$ cat src/rtl/pipe_stage_reg.sv
// Elastic pipeline-stage register: data + control bundles under valid/ready with stall, flush and bubble gating.
// Define PIPE_REG_SKID_EN to add a skid entry and a registered in_ready (no out_ready -> in_ready comb path).
module pipe_stage_reg #(
  parameter int DATA_W = 32,
  parameter int CTRL_W = 8
) (
  input  logic              clk,
  input  logic              rst,
  input  logic              flush,
  input  logic              in_valid,
  output logic              in_ready,
  input  logic [DATA_W-1:0] in_data,
  input  logic [CTRL_W-1:0] in_ctrl,
  output logic              out_valid,
  input  logic              out_ready,
  output logic [DATA_W-1:0] out_data,
  output logic [CTRL_W-1:0] out_ctrl,
  output logic [15:0]       stall_cnt
);

`ifdef PIPE_REG_SKID_EN
  typedef enum logic [1:0] {EMPTY = 2'd0, ONE = 2'd1, TWO = 2'd2} state_t;
`else
  typedef enum logic {EMPTY = 1'b0, ONE = 1'b1} state_t;
`endif

  state_t            state, state_nxt;
  logic [DATA_W-1:0] main_data;
  logic [CTRL_W-1:0] main_ctrl;
  logic              acc, fire;

  assign out_valid = (state != EMPTY);
  assign out_data  = main_data;
  assign out_ctrl  = out_valid ? main_ctrl : '0;
  assign acc       = in_valid && in_ready;
  assign fire      = out_valid && out_ready;

`ifdef PIPE_REG_SKID_EN
  logic [DATA_W-1:0] skid_data;
  logic [CTRL_W-1:0] skid_ctrl;
  logic              in_ready_q;

  // The flop resets high so the stage accepts in the first cycle after reset; rst masks it meanwhile.
  assign in_ready = !rst && in_ready_q;
`else
  assign in_ready = !rst && (!out_valid || out_ready);
`endif

  always_comb begin
    // NOTE: default assignment first so every path drives state_nxt and no latch is inferred.
    state_nxt = state;
    case (state)
      EMPTY: if (acc) state_nxt = ONE;
`ifdef PIPE_REG_SKID_EN
      ONE: begin
        if (acc && !fire)      state_nxt = TWO;
        else if (!acc && fire) state_nxt = EMPTY;
      end
      TWO:     if (fire) state_nxt = ONE;
      default: state_nxt = EMPTY;
`else
      ONE: if (!acc && fire) state_nxt = EMPTY;
`endif
    endcase
    if (flush) state_nxt = EMPTY;
  end

  // NOTE: sequential state uses non-blocking assignments only, so every flop samples pre-edge values.
  always_ff @(posedge clk) begin
    if (rst) begin
      // NOTE: the data banks are reset too, because out_data must read zero straight after reset.
      state     <= EMPTY;
      main_data <= '0;
      main_ctrl <= '0;
      stall_cnt <= '0;
`ifdef PIPE_REG_SKID_EN
      skid_data  <= '0;
      skid_ctrl  <= '0;
      in_ready_q <= 1'b1;
`endif
    end else begin
      state <= state_nxt;
      if (out_valid && !out_ready && stall_cnt != 16'hFFFF)
        stall_cnt <= stall_cnt + 16'd1;

      // A flushed cycle still completes the upstream handshake but stores nothing.
      if (!flush) begin
`ifdef PIPE_REG_SKID_EN
        case (state)
          EMPTY: if (acc) begin
            main_data <= in_data;
            main_ctrl <= in_ctrl;
          end
          ONE: begin
            if (acc && fire) begin
              main_data <= in_data;
              main_ctrl <= in_ctrl;
            end else if (acc) begin
              skid_data <= in_data;
              skid_ctrl <= in_ctrl;
            end
          end
          TWO: if (fire) begin
            main_data <= skid_data;
            main_ctrl <= skid_ctrl;
          end
          default: ;
        endcase
`else
        if (acc) begin
          main_data <= in_data;
          main_ctrl <= in_ctrl;
        end
`endif
      end

`ifdef PIPE_REG_SKID_EN
      in_ready_q <= (state_nxt != TWO);
`endif
    end
  end

endmodule

$ cat config.mk
export PLATFORM = sky130hd
export DESIGN_NAME = pipe_stage_reg
export DESIGN_NICKNAME = d
export VERILOG_FILES = /design/src/rtl/pipe_stage_reg.sv
export SDC_FILE = /design/constraint.sdc
export NUM_CORES = 1
export LEC_CHECK = 0
export CAP_MARGIN = 5
export CORE_UTILIZATION = 35
export CTS_CLUSTER_DIAMETER = 40
export CTS_CLUSTER_SIZE = 12
export DETAILED_ROUTE_END_ITERATION = 8
export DONT_BUFFER_PORTS = 1
export PLACE_DENSITY = 0.47
export REMOVE_ABC_BUFFERS = 1
export SLEW_MARGIN = 20
export SYNTH_ARGS = -nofsm -noshare
export SYNTH_HDL_FRONTEND = slang
export SYNTH_SLANG_ARGS = --single-unit
export TNS_END_PERCENT = 100
$ cat constraint.sdc
create_clock -name clk -period 2.1 [get_ports clk]
set_input_delay 0.42 -clock clk [delete_from_list [all_inputs] [get_ports clk]]
set_output_delay 0.42 -clock clk [all_outputs]
set_load 0.02 [all_outputs]
* Word level (Yosys, flattened, before mapping)
Cells that the tools add are included.
** Storage, ports and cells
- Register bits after elaboration :: 57
- Input bits :: 45
- Output and inout port bits :: 58
- Logic and storage cells :: 25
** Cells by class
- $add $sub $neg :: 1
- Equality and inequality tests :: 1
- Mux-type cells :: 4
- Bitwise gates (word level) :: 2
- Reductions and logical operators :: 13
** Operators with widths (count)
- adder 16 x 1 -> 16 bit, second input constant :: 1
- != test 16 bit, second input constant :: 1
- 2-to-1 mux 8 bit :: 1
- logical AND 1 bit :: 6
- zero test 1 bit :: 4
- 2-to-1 mux 1 bit :: 2
- inverter 1 bit :: 2
- case mux 1 bit (2 select lines) :: 1
- AND reduction 2 bit :: 1
- OR reduction 2 bit :: 1
- logical OR 1 bit :: 1

* Logic depth before layout (Yosys ltp)
- Depth in word-level cells :: 8
- Depth in mapped cells :: 7
- Depth with buffers taken out :: 5

* Least setup slack after synthesis
Ideal clock, no wire load.
- Kind :: reg-to-reg
- Start point :: register stall_cnt[6]
- End point :: register stall_cnt[15]
- Library setup time :: 123 ps
- Data arrival time :: 1733 ps
- Required time :: 1977 ps
- Path slack :: 244 ps
- Stages on the path, launching flop included :: 5
- Buffers on the path :: 0
- Clock period less this slack :: 1856 ps
- Cells stage by stage :: dfxtp_1 nand4_2 or3_1 nor4b_2 mux2_1
** On the way
- Cells in the longest elaborated chain, start to end :: 2
- Elaborated cells on any way between the ends :: 3
- Those cells by class :: add/sub (1); eq/ne (1); reduce/logical (1)
** Ends and longest elaborated chain
- start: declaration :: line 18 : output logic [15:0] stall_cnt
- start signal: assignment :: line 84 : stall_cnt <= stall_cnt + 16'd1;
- parallel branches: the longest is 2 deep, another holds adder 16 x 1 -> 16 bit
Parallel ways; which one is timed is not known.
A chain may end at the register's enable or synchronous reset.

* Worst setup path after layout
- Start point :: register stall_cnt[8]
- End point :: register stall_cnt[15]
Same word-level chain as after synthesis.

==> impl_metrics.toml <==
[pwr]
switchingPower_mw = 0.528
comb_power_share_pct = 3.3
power_frac_clock_pct = 48.1
switching_share_pct = 22.3
vdd_drop_max_uv = 499
leakage_nw = 0.984
p_int_mw = 1.84
pwr-share-seq_pct = 48.6
pwr_density_cell_mw_per_mm2 = 865

[cells_and_area]
utilization_pct = 42.8
area_growth_syn_to_layout_pct = 16.8
drive_gt1_share_pct = 14.1
multi_input_area_mm2 = 0.00110
nFillCells = 668
antenna_cells = 0
regArea_mm2 = 0.00114
final_nets = 346

[detailed_routing]
viasPerCell = 5.17
routedWlPerCell_um = 15.0
drc_errors = 0
drt-total-wl_mm = 5.74
first_pass_iters = 4
route.vias.total = 1974
initialDrtViolationCount = 109
antenna_left = 0

[timing]
period_needed_ns = 1.75
clock_skew_ns = 0.00945
setup_tns_ns = 0
rsz0062_at_grt = "false"
worst_slew_pin_slew_ns = 0.408
final_max_slew_viol_count = 0
max_freq_mhz = 570
min_period_over_period_pct = 83.5
relSlewSlack_pct = 72.6
finalHoldViolations = 0
setup_viol = 0
hold_ws_ns = 0.153

[global_routing]
grt_pass1_vias = 1850
grt_pass1_wl_mm = 9.16
grt.overflow.total = 0
grt_start_max_net_pins = 62
antenna_found_initial = 0
grtUsageTotal_pct = 16.7

[floorplanning]
die_y_um = 83.8
initial_core_util_pct = 36.7
die-area_mm2 = 0.00702
pin_count = 103
rows = 29
die_w_um = 83.8
coreArea_mm2 = 0.00639

[synthesis]
ys_async_sr_fraction_pct = 0
yosys_warnings = 0
ys.flop_type = "dfxtp_1"
yosysMostFrequentCell = "nand2_1"
yosys-top-cells-area = "dfxtp_1, nand2_1, a21oi_1, and2_1, buf_2"
netlist_area_mm2 = 0.00234
ys_seq_area_share_pct = 48.7
ys_top_cells_by_count = "nand2_1, dfxtp_1, a21oi_1, buf_2, and2_1"
synth_cell_types = 37
syn_avg_cell_area_um2 = 8.13
synth.ff_latch_count = 57
synth-edff-count = 0
yosysTopAreaCell = "dfxtp_1"
syn_inst = 288
yosys.area.top_type_share_pct = 48.7

[cts]
cts_setup_buffers = 0
cts_tree = "done"
clockRootBuffer = "clkbuf_8"
cts_htree_levels = 3
cts_buffer_depth = 2
cts_hold_buf = 0
post_cts_resize_count = 0
cts_buffers = 9
clk_pin_slew_ns = 0.07
clkSinkCount = 57
clk_latency_ns = 0.33

[outcome]
outcome = "complete, no violations"

[setup_path]
start_kind = "flip-flop"
required_ns = 2.32
worstReg2RegStart = "stall_cnt[8]"
reg2reg_depth = 4
r2r-end = "stall_cnt[15]"
crit_end = "stall_cnt[15]"
end_kind = "flip-flop"
crit_type = "reg2reg"
worst_ep_arrival_time_ns = 1.97
reg2reg_slack_ns = 0.35
startpoint = "stall_cnt[8]"
cp_max_fo = 5

[placed_design]
numPortBuffers = 0
dp_hpwl_mm = 3.74
place.gp.congestion = 0.787

[hold_path]
hp-class = "in2reg"

[flow_run]
maxCapViolations = 0
## sequential cells by signal, indices dropped and copies added (netlist names)
name / cells
out_valid: 1
main_ctrl: 8
stall_cnt: 16
out_data: 32
## how the worst min path moves through the flow
stage            startpoint            to  slack [ns]  depth (start not counted)
2_1_floorplan  main_ctrl[0]  main_ctrl[0]        0.43                          2
3_3_place_gp   main_ctrl[7]  main_ctrl[7]        0.43                          2
3_5_place_dp   main_ctrl[3]  main_ctrl[3]        0.44                          2
4_1_cts                 rst  out_data[13]        0.12                          1
5_1_grt                 rst  out_data[13]        0.12                          1
6_report                rst  out_data[13]        0.15                          1
## worst max-delay path, stage by stage (launching register included)
cell	delay, ns
dfxtp_1	0.36
nand4_2	0.19
or3_1	0.45
nor4b_2	0.30
mux2_1	0.34
## power by group through the flow
stage	clock [mW]	sequential [mW]	combinational, mW
6_report	1.14	1.15	0.0773
5_1_grt	1.22	1.15	0.0886
4_1_cts	1.18	1.15	0.0795
3_5_place_dp	0	1.17	0.0794
3_3_place_gp	0	1.17	0.0777
2_1_floorplan	0	1.17	0.0540
## layout by cell type, fill, tap and decap left out, types with 3 or more instances in the layout
master / count
nand4_1: 3
buf_4: 19
o31ai_1: 6
inv_1: 3
nor2_1: 6
nand3_1: 4
clkbuf_8: 10
and2_1: 8
a21oi_1: 49
o21ai_0: 4
dfxtp_1: 57
nand2_1: 91
or3_1: 4
or4_1: 6
## stage by stage
stage                     power, mW  instances  setup slack (ns)  area [µm²]
after floorplan                1.23        269            -0.593        2250
after global placement         1.25        366             0.258        2510
after detailed placement       1.25        366             0.245        2510
after CTS                      2.41        382             0.329        2730
after global routing           2.46        382             0.221        2730
final                          2.36        382             0.346        2730
## area by class of cell
type / count / area share, %
repair buffers: 20 / 5.95
inverters: 3 / 0.412
multi-input cells: 209 / 40.3
clock buffers: 11 / 5.17
flip-flops and latches: 57 / 41.7
well taps: 77 / 3.52
clock inverters: 5 / 2.88
## metal layers
metal	wire [µm]	part of all wire, %	GRT usage, %	up-vias
li1	-	-	-	1006
met1	2620	46	20.7	887
met2	2520	44	24.0	77
met3	547	9.5	8.80	4
met4	53	0.92	7.40	0
met5	0	0	0	-
## cells by family (layout without fill, tap and decap cells)
logic type      after synthesis  after routing  synth area share, %
compound gates               65             65                 15.3
fa+ha+maj                     1              1                0.534
buf+inv                      22             39                 4.54
flops                        57             57                 48.7
mux                           4              4                 1.82
simple gates                139            139                 29.0
Power figures use the tool's default switching activity.
